### src/rtl/rv_lsu.sv
//============================================================================
// Module   : rv_lsu
// Brief    : Single-port load/store unit. Fetch, byte/half/word loads, and
//            word or read-modify-write sub-word stores on a word bus.
//            Optional macro RV_LSU_ALIGN_TRAP_EN turns misaligned requests
//            into an immediate fault completion instead of an aligned access.
// Revision : 1.0 - initial release
//============================================================================
`default_nettype none

module rv_lsu #(
  parameter int AW   = 32,
  parameter int WAIT = 0
) (
  input  logic          clock,
  input  logic          rst,
  input  logic          ce,
  input  logic          req,
  input  logic [1:0]    cmd,
  input  logic [1:0]    size,
  input  logic          sext,
  input  logic [AW-1:0] addr,
  input  logic [31:0]   wdata,
  output logic [AW-1:0] a,
  input  logic [31:0]   i,
  output logic [31:0]   o,
  output logic          w,
  output logic          busy,
  output logic          ack,
  output logic [31:0]   rdata,
  output logic          fault
);

  typedef enum logic [1:0] {
    IDLE = 2'd0,
    RD   = 2'd1,
    WR   = 2'd2,
    DONE = 2'd3
  } state_t;

  localparam logic [1:0] c_cmd_fetch = 2'd0;
  localparam logic [1:0] c_cmd_store = 2'd2;
  localparam logic [1:0] c_size_byte = 2'd0;
  localparam logic [1:0] c_size_half = 2'd1;
  localparam logic [3:0] c_wait      = 4'(WAIT);

  state_t        r_state;
  state_t        w_state_nxt;
  logic [3:0]    r_cnt;
  logic [1:0]    r_cmd;
  logic [1:0]    r_size;
  logic          r_sext;
  logic [AW-1:0] r_addr;
  logic [15:0]   r_wdata;
  logic [31:0]   r_o;
  logic [31:0]   r_rdata;

  logic          w_req_store_word;
  logic          w_trap;
  logic          w_rd_last;
  logic [7:0]    w_lane_byte;
  logic [15:0]   w_lane_half;
  logic [31:0]   w_load_data;
  logic [31:0]   w_merge_data;

  assign w_req_store_word = (cmd == c_cmd_store) && size[1];
  assign w_rd_last        = (r_cnt == c_wait);

`ifdef RV_LSU_ALIGN_TRAP_EN
  logic r_fault;

  // Fetch is always a word access regardless of size
  assign w_trap = ((cmd == c_cmd_fetch) || size[1]) ? (addr[1:0] != 2'b00)
                                                    : ((size == c_size_half) && addr[0]);
  assign fault  = r_fault;

  always_ff @(posedge clock or posedge rst) begin
    if (rst) begin
      r_fault <= 1'b0;
    end else if (ce && (r_state == IDLE) && req) begin
      r_fault <= w_trap;
    end
  end
`else
  assign w_trap = 1'b0;
  assign fault  = 1'b0;
`endif

  assign a     = {r_addr[AW-1:2], 2'b00};
  assign o     = r_o;
  assign rdata = r_rdata;

  // Load extraction from the sampled bus word
  always_comb begin
    w_lane_byte = i[7:0];
    case (r_addr[1:0])
      2'd1:    w_lane_byte = i[15:8];
      2'd2:    w_lane_byte = i[23:16];
      2'd3:    w_lane_byte = i[31:24];
      default: w_lane_byte = i[7:0];
    endcase
    w_lane_half = r_addr[1] ? i[31:16] : i[15:0];
    if ((r_cmd == c_cmd_fetch) || r_size[1]) begin
      w_load_data = i;
    end else if (r_size == c_size_byte) begin
      w_load_data = {{24{r_sext & w_lane_byte[7]}}, w_lane_byte};
    end else begin
      w_load_data = {{16{r_sext & w_lane_half[15]}}, w_lane_half};
    end
  end

  // Read-modify-write merge for sub-word stores
  always_comb begin
    w_merge_data = i;
    if (r_size == c_size_byte) begin
      case (r_addr[1:0])
        2'd1:    w_merge_data[15:8]  = r_wdata[7:0];
        2'd2:    w_merge_data[23:16] = r_wdata[7:0];
        2'd3:    w_merge_data[31:24] = r_wdata[7:0];
        default: w_merge_data[7:0]   = r_wdata[7:0];
      endcase
    end else if (r_addr[1]) begin
      w_merge_data[31:16] = r_wdata;
    end else begin
      w_merge_data[15:0] = r_wdata;
    end
  end

  always_ff @(posedge clock or posedge rst) begin
    if (rst) begin
      r_state <= IDLE;
    end else if (ce) begin
      r_state <= w_state_nxt;
    end
  end

  always_comb begin
    w_state_nxt = r_state;
    w           = 1'b0;
    busy        = 1'b1;
    ack         = 1'b0;
    case (r_state)
      IDLE: begin
        busy = 1'b0;
        if (req) begin
          if (w_trap) begin
            w_state_nxt = DONE;
          end else if (w_req_store_word) begin
            w_state_nxt = WR;
          end else begin
            w_state_nxt = RD;
          end
        end
      end
      RD: begin
        if (w_rd_last) begin
          w_state_nxt = (r_cmd == c_cmd_store) ? WR : DONE;
        end
      end
      WR: begin
        w           = ce;
        w_state_nxt = DONE;
      end
      DONE: begin
        ack         = 1'b1;
        w_state_nxt = IDLE;
      end
      default: w_state_nxt = IDLE;
    endcase
  end

  always_ff @(posedge clock or posedge rst) begin
    if (rst) begin
      r_cnt   <= 4'd0;
      r_cmd   <= 2'd0;
      r_size  <= 2'd0;
      r_sext  <= 1'b0;
      r_addr  <= '0;
      r_wdata <= 16'd0;
      r_o     <= 32'd0;
      r_rdata <= 32'd0;
    end else if (ce) begin
      case (r_state)
        IDLE: begin
          if (req) begin
            r_cmd   <= cmd;
            r_size  <= size;
            r_sext  <= sext;
            r_addr  <= addr;
            r_wdata <= wdata[15:0];
            r_cnt   <= 4'd0;
            if (w_trap) begin
              r_rdata <= 32'd0;
            end else if (w_req_store_word) begin
              r_o <= wdata;
            end
          end
        end
        RD: begin
          if (w_rd_last) begin
            r_cnt <= 4'd0;
            if (r_cmd == c_cmd_store) begin
              r_o <= w_merge_data;
            end else begin
              r_rdata <= w_load_data;
            end
          end else begin
            r_cnt <= r_cnt + 4'd1;
          end
        end
        WR: r_rdata <= 32'd0;
        default: ;
      endcase
    end
  end

endmodule

`default_nettype wire

### config.mk
export PLATFORM = sky130hd
export DESIGN_NAME = rv_lsu
export DESIGN_NICKNAME = d
export VERILOG_FILES = /design/src/rtl/rv_lsu.sv
export SDC_FILE = /design/constraint.sdc
export NUM_CORES = 1
export LEC_CHECK = 0
export CAP_MARGIN = 20
export CORE_MARGIN = 2
export CORE_UTILIZATION = 43
export DETAILED_ROUTE_END_ITERATION = 8
export HOLD_SLACK_MARGIN = 0.02
export MAX_ROUTING_LAYER = met4
export PLACE_DENSITY = 0.84
export SKIP_CTS_REPAIR_TIMING = 1
export SLEW_MARGIN = 25
export SYNTH_ARGS = -nofsm -noshare
export SYNTH_HDL_FRONTEND = slang
export SYNTH_SLANG_ARGS = --single-unit
### constraint.sdc
create_clock -name clock -period 3.7 [get_ports clock]
set_input_delay 0.555 -clock clock [delete_from_list [all_inputs] [get_ports clock]]
set_output_delay 0.555 -clock clock [all_outputs]
set_load 0.005 [all_outputs]
== Word level (Yosys, flattened, before mapping) ==
Index checks and enable logic that the tools add are counted.
Widths: inputs -> output; s select.
Operators by class
  reductions and logical operators: 14
  equal/unequal tests: 13
  multiplexer cells: 30
  bitwise operators: 2
  add/sub/neg operators: 1
Operators with widths (number)
  $mux 32: 9
  $pmux 32 s2: 2
  $mux 16: 3
  $mux 8: 4
  $pmux 8 s3: 1
  $eq 2x2->1 const B: 6
  $ne 2x2->1 const B: 5
  $reduce_and 3->1: 3
  $mux 4: 2
  $pmux 2 s4: 1
  $pmux 4 s2: 1
  $logic_not 2->1: 3
  $mux 2: 3
  $reduce_and 6->1: 1
  $add 4x1->4 const B: 1
  $eq 2x1->1 const B: 2
  $logic_not 4->1: 1
  $mux 1: 4
  $reduce_and 4->1: 1
  $reduce_bool 2->1: 2
  $reduce_or 3->1: 1
  $and 1x1->1: 2
  $logic_and 1x1->1: 1
  $logic_or 1x1->1: 1
Storage, ports and cells
  register bits after elaboration: 123
  logic and storage cells: 69
  input bits: 105
  output and inout bits: 100

== Logic depth before layout (Yosys ltp) ==
  word-level depth: 8
  depth in mapped cells: 8
  depth with buffers taken out: 6

== Worst setup path after synthesis ==
No wires, ideal clock.
  kind: register to register
  start point: register r_cnt[1]
  end point: register r_o[12] (netlist: o[12])
  required time: 3.575 ns
  setup slack: 1.391 ns
  period minus slack after synthesis: 2.309 ns
  library setup time: 0.125 ns
  path buffers: 2
  arrival: 2.184 ns
  cell stages (with the launch flop): 9
  cell sequence: dfrtp_1 > inv_1 > ha_1 > or3b_4 > a22oi_4 > or3b_1 > buf_2 > buf_6 > mux2_4
Between the ends
  word-level cells in the longest chain between the ends: 3
Ends and longest elaborated chain
  from (decl): RTL line 49  | logic [3:0] r_cnt;
  from (signal assigned): RTL line 208  | r_cnt <= r_cnt + 4'd1;
  $logic_not 4->1: RTL line 67  | assign w_rd_last = (r_cnt == c_wait);
  $ne 2x2->1 (no source line)
  $reduce_and 6->1 (no source line)
  to (signal assigned): RTL line 195  | r_o <= wdata;
  to (signal assigned): RTL line 203  | r_o <= w_merge_data;
  to (decl): RTL line 55  | logic [31:0] r_o;
No other way between the ends.
A chain may end at the register's enable or synchronous reset.

== Final worst setup path ==
  start point: register r_cnt[1]
  end point: register r_o[25] (netlist: o[25])
The elaborated chain is that of the path after synthesis.

==> impl_metrics.toml <==
[outcome]
run_status = "finished clean"

[clock_tree]
root_buffer = "clkbuf_16"
numCtsBuffers = 17
clock-sinks = 123
cts_tree = "built"
clk_pin_slew_ns = 0.06
clockBufferDepth = 2
clkLatencyLatePin_ns = 0.43
cts_max_level = 4

[pwr]
p_leak_uw = 0.004025
finalPower_uw = 8021
swShare = 0.3420
p_seq_frac = 0.311
ir_drop_uv = 478.7
power_frac_comb = 0.474
p_sw_uw = 2743
intPower_uw = 5278
power.density_mw_per_mm2 = 866.3
power_frac_clock = 0.215

[floorplan]
dieHeight_um = 128.4
fp.dieW_um = 128.4
die_area_sq_mm = 0.01650
ioPinCount = 205
core_sq_mm = 0.01515
core.rowCount = 45
start_util = 0.4397

[yosys]
synth_seq_area_share = 0.4622
synth_enable_flop_cells = 0
syn_inst = 576
synth_area_leaders = "dfrtp_1, mux2_2, mux2i_1, buf_4, a221o_1"
yosysUniqueCellTypes = 49
synth_ff_type = "dfrtp_1"
yosysWarnings = 0
synth_area_per_cell_sq_um = 11.56
async_reset_ff_frac = 1.000
synth_area_sq_mm = 0.006659
yosysTopAreaCell = "dfrtp_1"
synth_seq_cells = 123
synth_top_area_frac = 0.4622

[global_routing]
grt_start_max_net_pins = 51
antenna_found_initial = 0
grt_overflow_total = 0
grt_pass1_vias = 5651
grt_use_total = 0.2470
grt_pass1_wl_um = 30190

[placement]
gp_congestion = 0.8461
dpl_worst_slack_ns = 0.8446
port_buffers = 201
hpwl_um = 14000

[sta]
hold_viol_final = 0
setup_violations = 0
relSlewSlack = 0.3522
min_period_over_period = 0.7349
fin_crit_ns = 2.719
fin_skew_ns = 0.007958
drv_slew = 0
rsz0062_at_grt = "false"
worst_pin_slew_ns = 0.9697
fin_ws_ns = 0.9808
setup-tns-final_ns = 0
max_freq_mhz = 367.8

[hold_path]
min_from = "o[21]"
hold_class = "reg2reg"

[setup_path]
cp.required_ns = 4.01
r2r_slack_ns = 0.98
crit_type = "reg2reg"
cp-end-kind = "flip-flop"
critical_path_arrival_ns = 3.03
path_max_fanout = 32
start_kind = "flip-flop"
startpoint = "r_cnt[1]"
r2r-start = "r_cnt[1]"

[finish]
final_common_cell = "clkdlybuf4s50_1"
mostFrequentLayoutCells = "clkdlybuf4s50_1, dfrtp_1, mux2_2"
fin_nets = 850
area_growth_pct = 39.05
nFillCells = 1137
layout-drive-gt1-share = 0.1704
diodes = 0

[drt]
first_iter_violations = 394
postRouteAntennaNets = 0
vias = 5439
routed_via_density = 5.792
wl_per_cell_um = 20.44
drc = 0
drtPass1Iterations = 5
routed_wl_um = 19200

[job]
drv_cap = 0
-- power groups by stage --
stage / logic (uW) / registers, uW / clock network (uW)
6_report: 3800 / 2500 / 1720
5_1_grt: 4120 / 2570 / 1810
4_1_cts: 3810 / 2490 / 1740
3_5_place_dp: 3790 / 2500 / 0
3_3_place_gp: 3680 / 2460 / 0
2_1_floorplan: 2460 / 2340 / 0
-- critical path: stages, from the launching register on --
cell,delay [ns]
dfrtp_1,0.40
inv_1,0.11
ha_1,0.17
or3b_4,0.42
a22oi_4,0.47
or3b_1,0.39
buf_4,0.27
mux2_4,0.35
-- metal layers --
metal	part of all wire	wire length, um	GRT usage
met2	0.49	9318	0.3961
met1	0.40	7734	0.2924
met5	0	0	-
met4	0.031	590	0.1028
met3	0.081	1552	0.07110
-- kinds of logic after synthesis --
group	share of synthesized area
buffers and inverters	0.07215
AND/OR/NAND/NOR	0.1003
AO/OA/AOI/OAI	0.1327
multiplexers	0.2189
flip-flops	0.4622
adder cells (fa/ha/maj)	0.01315
other	0.0005632
-- area by class of cell --
type                    instances  area, sq um  area share
multi-input cells             366         3124      0.3374
flip-flops and latches        123         3078      0.3324
repair buffers                213         2140      0.2311
clock buffers                  22        474.2     0.05122
well taps                     188        235.2     0.02541
clock inverters                10        140.1     0.01514
inverters                      17        67.56    0.007297
-- flip-flops by register name, summed over array words and instances, names as in the netlist --
name	flops
r_state	2
r_size	2
rdata	32
r_wdata	16
r_cnt	4
r_sext	1
r_cmd	2
r_addr	32
o	32
-- final timing paths --
check / end / depth (start not counted)
worst max-delay path: o[25] / 7
worst min-delay path: o[21] / 1
worst max register to register: o[25] / 7
worst min register to register: o[21] / 1
max in group asynchronous: rdata[25] / 4
min in group asynchronous: r_addr[18] / 2
-- synthesized netlist by cell type, types with 2 or more instances --
cell         n
a2111oi_0    7
a21o_1       2
a21oi_1      4
a221o_1     23
a32o_1      17
buf_1        3
buf_2        6
buf_4       33
buf_6        2
clkbuf_1    28
dfrtp_1    123
ha_1         7
inv_1       17
mux2_2      59
mux2_4      14
mux2i_1     56
nand2_1      9
nand2b_1    20
nand3_1      4
nand3b_1     2
nand4b_1     2
nor2_1      34
nor2b_1     27
nor3_1      18
o21ai_0     12
o221ai_1    23
o32ai_1      2
-- stage by stage --
step,util,std cells,hold slack [ns],instance area [sq um]
3_5_place_dp,0.5694,906,0.4849,8625
3_3_place_gp,0.5694,906,0.4799,8625
5_1_grt,0.6113,939,0.5005,9259
4_1_cts,0.6100,938,0.4976,9239
6_report,0.6113,939,0.4939,9259
2_1_floorplan,-,578,0.4807,6670
Power figures use the tool's default switching activity.
